File: config.mk
export PLATFORM = sky130hd
export DESIGN_NAME = ps2_kbd_intc
export DESIGN_NICKNAME = d
export VERILOG_FILES = /design/src/rtl/kbd_pkg.sv /design/src/rtl/sync_fifo.sv /design/src/rtl/ps2_kbd_intc.sv
export SDC_FILE = /design/constraint.sdc
export NUM_CORES = 1
export LEC_CHECK = 0
export ABC_AREA = 1
export BUFFER_PORTS_ARGS = -buffer_cell sky130_fd_sc_hd__buf_2
export CAP_MARGIN = 10
export CORE_UTILIZATION = 45
export CTS_CLUSTER_DIAMETER = 80
export CTS_CLUSTER_SIZE = 20
export DETAILED_ROUTE_END_ITERATION = 16
export GPL_TIMING_DRIVEN = 1
export PLACE_DENSITY = 0.67
export RECOVER_POWER = 25
export SYNTH_ARGS = -nofsm -noshare
export SYNTH_HDL_FRONTEND = slang
export SYNTH_SLANG_ARGS = --single-unit
File: constraint.sdc
create_clock -name clock -period 2.8 [get_ports clock]
set_input_delay 0.14 -clock clock [delete_from_list [all_inputs] [get_ports clock]]
set_output_delay 0.14 -clock clock [all_outputs]
set_load 0.01 [all_outputs]
File: src/rtl/kbd_pkg.sv
// kbd_pkg: register offsets, STATUS bit positions and receiver FSM states for ps2_kbd_intc.
package kbd_pkg;
  localparam logic [31:0] DATA_OFS = 32'h0;
  localparam logic [31:0] STATUS_OFS = 32'h4;
  localparam int ST_READY = 0;
  localparam int ST_FULL = 1;
  localparam int ST_PERR = 2;
  localparam int ST_FERR = 3;
  localparam int ST_OVF = 4;
  localparam int ST_CNT = 8;
  typedef enum logic [1:0] {IDLE, DATA, PARITY, STOP} kbd_state_e;
endpackage

File: src/rtl/sync_fifo.sv
// sync_fifo: single-clock FIFO with combinational head; a push into a full FIFO succeeds only alongside a pop.
module sync_fifo #(
  parameter int WIDTH = 8,
  parameter int DEPTH = 8
) (
  input  logic                       clock,
  input  logic                       resetn,
  input  logic                       push,
  input  logic                       pop,
  input  logic [WIDTH-1:0]           din,
  output logic [WIDTH-1:0]           dout,
  output logic [$clog2(DEPTH):0]     count,
  output logic                       full,
  output logic                       empty
);
  localparam int AW = $clog2(DEPTH);
  logic [WIDTH-1:0] mem_q [DEPTH];
  logic [AW-1:0] wr_q, wr_d, rd_q, rd_d;
  logic [AW:0] count_q, count_d;
  logic do_push, do_pop;
  assign empty = count_q == '0;
  assign full = count_q == (AW+1)'(DEPTH);
  assign count = count_q;
  assign dout = mem_q[rd_q];
  always_comb begin
    do_pop = pop & ~empty;
    do_push = push & (~full | do_pop);
    wr_d = do_push ? wr_q + AW'(1) : wr_q;
    rd_d = do_pop ? rd_q + AW'(1) : rd_q;
    count_d = count_q + (AW+1)'(do_push) - (AW+1)'(do_pop);
  end
  always_ff @(posedge clock or negedge resetn) begin
    if (!resetn) begin
      wr_q <= '0;
      rd_q <= '0;
      count_q <= '0;
    end else begin
      wr_q <= wr_d;
      rd_q <= rd_d;
      count_q <= count_d;
    end
  end
  always_ff @(posedge clock) begin
    if (do_push) mem_q[wr_q] <= din;
  end
endmodule

File: src/rtl/ps2_kbd_intc.sv
// ps2_kbd_intc: PS/2 keyboard receiver with scancode FIFO, bus registers and a level interrupt while bytes are pending.
module ps2_kbd_intc import kbd_pkg::*; #(
  parameter int          FIFO_DEPTH = 8,
  parameter logic [31:0] BASE_ADDR  = 32'hA000_0000,
  parameter int          TIMEOUT    = 5000
) (
  input  logic        clock,
  input  logic        resetn,
  input  logic        ps2_clk,
  input  logic        ps2_data,
  input  logic [31:0] m_addr,
  input  logic        rmem,
  input  logic        wmem,
  input  logic [31:0] d_t_mem,
  output logic        sel,
  output logic [31:0] rdata,
  output logic        intr
);
  localparam int CW = $clog2(FIFO_DEPTH) + 1;
  localparam int TW = $clog2(TIMEOUT + 1);
  kbd_state_e state_q, state_d;
  logic [2:0] pc_q, pc_d;
  logic [1:0] pd_q, pd_d;
  logic [2:0] bit_q, bit_d;
  logic [7:0] shift_q, shift_d;
  logic par_q, par_d;
  logic [TW-1:0] tmo_q, tmo_d;
  logic perr_q, perr_d, ferr_q, ferr_d, ovf_q, ovf_d, intr_q, intr_d;
  logic fall, din, push, pop, pop_ok, push_ok, full, empty, is_stat, set_perr, set_ferr;
  logic [2:0] clr;
  logic [7:0] head;
  logic [CW-1:0] count;
  logic [31:0] status;
  logic unused;
  // pc_q[2] is the previous synchronized clock, pc_q[1] the current one
  assign pc_d = {pc_q[1:0], ps2_clk};
  assign pd_d = {pd_q[0], ps2_data};
  assign fall = pc_q[2] & ~pc_q[1];
  assign din = pd_q[1];
  always_comb begin
    state_d = state_q;
    bit_d = bit_q;
    shift_d = shift_q;
    par_d = par_q;
    tmo_d = (state_q == IDLE || fall) ? '0 : tmo_q + TW'(1);
    push = 1'b0;
    set_perr = 1'b0;
    set_ferr = 1'b0;
    if (state_q != IDLE && tmo_q == TW'(TIMEOUT)) begin
      state_d = IDLE;
      tmo_d = '0;
    end else if (fall) begin
      case (state_q)
        IDLE: begin
          state_d = din ? IDLE : DATA;
          bit_d = '0;
        end
        DATA: begin
          shift_d = {din, shift_q[7:1]};
          bit_d = bit_q + 3'd1;
          state_d = bit_q == 3'd7 ? PARITY : DATA;
        end
        PARITY: begin
          par_d = din;
          state_d = STOP;
        end
        STOP: begin
          state_d = IDLE;
          set_ferr = ~din;
          set_perr = din & ~(^{shift_q, par_q});
          push = din & (^{shift_q, par_q});
        end
      endcase
    end
  end
  sync_fifo #(.WIDTH(8), .DEPTH(FIFO_DEPTH)) u_fifo (
    .clock(clock), .resetn(resetn), .push(push), .pop(pop), .din(shift_q),
    .dout(head), .count(count), .full(full), .empty(empty)
  );
  assign sel = m_addr[31:3] == BASE_ADDR[31:3];
  assign is_stat = m_addr[2] == STATUS_OFS[2];
  assign pop = rmem & sel & ~is_stat;
  assign clr = (wmem & sel & is_stat) ? d_t_mem[ST_OVF:ST_PERR] : 3'b0;
  assign unused = ^{m_addr[1:0], d_t_mem[31:5], d_t_mem[1:0], DATA_OFS};
  always_comb begin
    pop_ok = pop & ~empty;
    push_ok = push & (~full | pop_ok);
    perr_d = set_perr | (perr_q & ~clr[0]);
    ferr_d = set_ferr | (ferr_q & ~clr[1]);
    ovf_d = (push & ~push_ok) | (ovf_q & ~clr[2]);
    intr_d = push_ok | (count > CW'(1)) | (~empty & ~pop_ok);
    status = '0;
    status[ST_READY] = ~empty;
    status[ST_FULL] = full;
    status[ST_PERR] = perr_q;
    status[ST_FERR] = ferr_q;
    status[ST_OVF] = ovf_q;
    status[ST_CNT +: 7] = 7'(count);
    rdata = !sel ? 32'h0 : is_stat ? status : {24'h0, empty ? 8'h0 : head};
  end
  assign intr = intr_q;
  always_ff @(posedge clock or negedge resetn) begin
    if (!resetn) begin
      state_q <= IDLE;
      pc_q <= '1;
      pd_q <= '1;
      bit_q <= '0;
      shift_q <= '0;
      par_q <= 1'b0;
      tmo_q <= '0;
      perr_q <= 1'b0;
      ferr_q <= 1'b0;
      ovf_q <= 1'b0;
      intr_q <= 1'b0;
    end else begin
      state_q <= state_d;
      pc_q <= pc_d;
      pd_q <= pd_d;
      bit_q <= bit_d;
      shift_q <= shift_d;
      par_q <= par_d;
      tmo_q <= tmo_d;
      perr_q <= perr_d;
      ferr_q <= ferr_d;
      ovf_q <= ovf_d;
      intr_q <= intr_d;
    end
  end
endmodule

# --- After elaboration in Yosys (flattened, before gate mapping) ---
# Memory sizes are Yosys's and may differ from the RTL's.
# Index checks and enable logic that the tools add are counted.
classes:
  add_sub_neg: 6
  n_lt_le_gt_ge: 1
  eq_ne: 7
  muxes: 23
  bitwise_logic: 32
  reduce_logical: 11
ops:
  columns: ["cell", "n"]
  rows:
  - ["29-bit == test, second input constant", 1]
  - ["13-bit 2-to-1 mux", 2]
  - ["12-bit 2-to-1 mux", 2]
  - ["1-bit AND", 14]
  - ["13-bit by 1-bit adder with 13-bit output, second input constant", 1]
  - ["13-bit == test, second input constant", 1]
  - ["1-bit 2-to-1 mux", 12]
  - ["1-bit NOT", 12]
  - ["3-bit by 1-bit adder with 3-bit output, second input constant", 3]
  - ["3-bit AND reduction", 3]
  - ["9-bit parity", 1]
  - ["8-bit 2-to-1 mux", 1]
  - ["2-bit case mux with 4 select lines", 1]
  - ["2-bit 2-to-1 mux", 3]
  - ["1-bit OR", 6]
  - ["3-bit case mux with 2 select lines", 1]
  - ["2-bit nonzero test", 3]
  - ["4-bit by 1-bit adder with 4-bit output", 1]
  - ["2-bit == test, second input constant", 2]
  - ["4-bit == test, second input constant", 1]
  - ["4-bit by 1-bit greater-than comparator with 1-bit output, second input constant", 1]
  - ["4-bit zero test", 1]
  - ["4-bit by 1-bit subtractor with 4-bit output", 1]
  - ["3-bit == test, second input constant", 1]
  - ["other kinds (5)", 5]
totals:
  reg_bits: 46
  mem_bits_rw: 64
  input_bits: 70
  elab_cells: 95
  mem_count: 1
memory_table:
  columns: ["name", "words", "width", "read_ports", "rd_ports_with_merged_regs", "wr", "line_no", "source"]
  rows:
  - ["u_fifo.mem_q", 8, 8, 1, 0, 1, "sync_fifo.sv:17", "logic [WIDTH-1:0] mem_q [DEPTH];"]

# --- Depth between registers and ports, before layout ---
depth:
  word_depth: 9
  depth_mapped: 15
  ltp_nobuf: 15

# --- By module ---
# From an unflattened synthesis, not the netlist that was laid out.
unflattened:
  cells_unflattened: 632
  area_unflattened_um2: 5711.7
by_module_without_submodules:
  columns: ["mod", "n_inst", "cells_per_inst", "area_per_inst_um2"]
  rows:
  - ["sync_fifo", 1, 290, 3280.6]
  - ["ps2_kbd_intc", 1, 342, 2431.1]

# --- Worst setup path before layout ---
# OpenSTA, ideal clock, no wires.
synth_timing:
  path_type: "register -> register"
  start: "register pc_q[2]"
  end: "register u_fifo.count_q[2], in the netlist u_fifo.count[2]"
  setup_time_ns: 0.123
  arrival_time_ns: 2.101
  required_time_ns: 2.677
  path_slack_ns: 0.577
  path_stages_with_launch: 13
  synth_period_minus_slack_ns: 2.223
  path_cell_list: "dfstp_2 > inv_1 > nor2_4 > inv_1 > nor3_1 > nand2_1 > nor2_4 > nand2_1 > inv_1 > ha_1 > inv_1 > fa_1 > xnor2_1"
synth_between:
  elab_chain_len: 6
synth_rtl:
  columns: ["item", "line_no", "source"]
  rows:
  - ["from (decl)", "ps2_kbd_intc.sv:22", "logic [2:0] pc_q, pc_d;"]
  - ["from (signal assigned)", "ps2_kbd_intc.sv:117", "pc_q <= pc_d;"]
  - ["1-bit AND", "ps2_kbd_intc.sv:38", "assign fall = pc_q[2] & ~pc_q[1];"]
  - ["1-bit 2-to-1 mux", "ps2_kbd_intc.sv:52", "end else if (fall) begin"]
  - ["1-bit 2-to-1 mux", "ps2_kbd_intc.sv:49", "if (state_q != IDLE && tmo_q == TW'(TIMEOUT)) begin"]
  - ["1-bit AND", null, null]
  - ["via push_ok", "ps2_kbd_intc.sv:29", "logic fall, din, push, pop, pop_ok, push_ok, full, empty, is_stat, set_perr, set_ferr;"]
  - ["4-bit by 1-bit adder with 4-bit output", "sync_fifo.sv:30", "count_d = count_q + (AW+1)'(do_push) - (AW+1)'(do_pop);"]
  - ["4-bit by 1-bit subtractor with 4-bit output", "sync_fifo.sv:30", null]
  - ["via u_fifo.count_d[2]", "sync_fifo.sv:19", "logic [AW:0] count_q, count_d;"]
  - ["to (signal assigned)", "sync_fifo.sv:40", "count_q <= count_d;"]
  - ["to (decl)", "sync_fifo.sv:19", null]
# The timed path passes the listed nets, and every way through them passes these cells.
# A chain may end at the register's enable or synchronous reset.

# --- Final worst setup path ---
# Ends and elaborated chain as after synthesis.

==> run metrics <==
initial DRC count ~260; R2R setup slack ~340 ps; initial cell density of the core a little under half; largest net degree at the start of global routing between 40 and 50; initial antenna violation count 0; RSZ-0062 raised after global routing no; design area ~6200 um2; via count 3958; critical path launch point pc_q[2]; ant diodes 0; Core Rows 39; Required @ worst endpoint 3030 ps; die width 112 um; hold path startpoint d_t_mem[4]; Bufs on Longest Clock Path 2; slew at the pin closest to its max-slew limit about 2500 ps; RR Startpoint pc_q[2]; nets 715; WS Path Type reg2reg; total CTS buffers 9; DRT antenna net count 0; CTS tree yes; total power per unit cell area just over 600 nW/um2; Placer Congestion roughly 0.83; CP endpoint kind flip-flop; Maximum Capacitance Violations 1; HP Class in2reg; status finished, violations left; number of port buffers 52; ratio of cells with drive above 1 in the final layout 16.7%; DR WL/cell approximately 14 um; Synth Instances 566; synth-to-layout area growth 13.3%; H-tree levels 3; maximum fanout along the worst path 6; die area about 13000 um2; clock root cell clkbuf_16; DRC 12; number of synthesized register bits 110; Slew HR -63.6%; DP Area about 5800 um2; Finish-stage setup viols 0; Pre-Repair DR Iteration Count 11; worst reg2reg endpoint u_fifo.count[2]; worst hold stages 4; post-route minimum period 2460 ps; largest area contributor in the netlist edfxtp_1; Reg2Reg Depth 12; Critical Path AT roughly 2700 ps; Distinct cells, synth 39; P_leak approximately 2.7 nW; core area 11600 um2; vias in the first global route 3880; sequential share of the synthesized area 56.7%; mean post-synth cell area 9.60 um2; final worst path period share about 88%; commonest non-fill, non-tap cell in the layout nor2_1; cell area after synthesis around 5400 um2; clk_skew approximately 7.4 ps; GR Util All Layers 18.7%; clk sink count 110; Clock Latency Late Sink ~340 ps; crit path to u_fifo.count[2]; commonest cells after routing, fill and taps aside nor2_1 (92), nand2_1 (91), edfxtp_1 (64); Hold Fails Final Rpt 0; first-pass GRT wire length between 15 and 20 mm; Yosys top cell area share between 30% and 40%; Setup TNS 0 ps; vias per std cell 5.08; drt total wl about 11 mm; CTS clock-pin slew for the worst setup and hold paths around 70 ps; DP Wirelength around 7.6 mm; violated checks design-rule violations, max-capacitance violations, max-slew violations; io pins ~100; crit start category flip-flop; DIE HEIGHT 112 um; Max Clk Rate roughly 400 MHz; IR drop worst, VDD about 0.34 mV; total grt overflow 0; Area contributors post-synth edfxtp_1 (35%), dfrtp_1 (19%), nor2_1 (6.4%); Slew Limit Fails 47; yosys warns 0
-- how the worst min path moves through the flow --
stage	slack [ps]	endpoint
after CTS	20	tmo_q[7]
after global placement	250	pd_q[0]
after global routing	120	ovf_q
after floorplan	-160	bit_q[0]
final	100	ovf_q
after detailed placement	250	pd_q[0]
-- worst max-delay path, cell delays in order, from the launching register on --
cell	delay, ps
dfstp_2	510
inv_1	50
nor2_4	150
inv_1	110
nor3_1	210
nand2_1	130
nor2_4	200
nand2_1	160
inv_1	90
ha_1	170
inv_1	60
fa_1	370
xnor2_1	130
-- report_power, final --
| group | total (W) | switching [W] | internal, W |
|---|---|---|---|
| combinational | 0.000408 | 0.000257 | 0.000152 |
| clock | 0.00134 | 0.000552 | 0.000787 |
| sequential | 0.00206 | 0.000167 | 0.00189 |
-- logic make-up after synthesis --
family | count (synthesis) | synth area share [%]
AOI/OAI and AO/OA | 76 | 8.11
muxes | 3 | 0.553
DFF | 110 | 56.7
xor gates and xnor gates | 13 | 2.10
adders and majority gates | 14 | 3.36
and+or+nand+nor | 255 | 20.8
other | 1 | 0.0690
buffers and inverters | 94 | 8.31
-- stage by stage --
stage | utilization (%) | setup WS, ps | hold slack [ps] | total power [W] | std cells
final | 53.0 | 336 | 104 | 0.00381 | 779
after floorplan | - | 577 | -156 | 0.00237 | 585
after global placement | 50.1 | 346 | 247 | 0.00248 | 761
after global routing | 53.0 | 21.0 | 115 | 0.00400 | 779
after detailed placement | 50.1 | 279 | 246 | 0.00251 | 761
after CTS | 53.0 | 262 | 18.6 | 0.00383 | 779
-- synth_stat cells (all sizes together) --
| cell type | instances |
|---|---|
| a21oi | 10 |
| a31oi | 1 |
| buf | 23 |
| clkbuf | 8 |
| conb | 1 |
| dfrtp | 41 |
| dfstp | 5 |
| edfxtp | 64 |
| fa | 1 |
| ha | 13 |
| inv | 63 |
| mux2i | 3 |
| nand2 | 95 |
| nand3 | 39 |
| nand4 | 7 |
| nor2 | 97 |
| nor3 | 8 |
| nor3b | 2 |
| nor4 | 4 |
| o21ai | 46 |
| o21bai | 2 |
| o22ai | 15 |
| o31ai | 2 |
| or2 | 3 |
| xnor2 | 2 |
| xor2 | 11 |
-- cell type report --
cell class	count	area, um2
multi-input cells	381	1970
well taps	143	179
clock inverters	5	82.6
inverters	63	236
repair buffers	66	369
clock buffers	11	233
flip-flops and latches	110	3080
fillers	1036	5460
-- what timing repair did --
| action | 4_1_cts | 5_1_grt |
|---|---|---|
| setup buffers | 0 | 0 |
| gates resized for setup | 0 | 1 |
| hold endpoints to repair | 2 | 0 |
| endpoints found under the setup margin | 0 | 1 |
| hold buffers | 2 | 0 |
-- state kept, by name, indices dropped and copies added (netlist names), 2 cells and up --
register and count:
pc_q 3, u_fifo.mem_q 64, u_fifo.rd_q 3, u_fifo.count 4
tmo_q 13, state_q 2, bit_q 3, u_fifo.wr_q 3
shift_q 8, pd_q 2
-- layer usage --
layer  routed length (um)  global-route usage, %
met5                    0                      0
met4                  185                   5.68
met3                  507                   3.10
met2                 5320                   32.6
met1                 4850                   23.7
(Power assumes the default switching activity.)
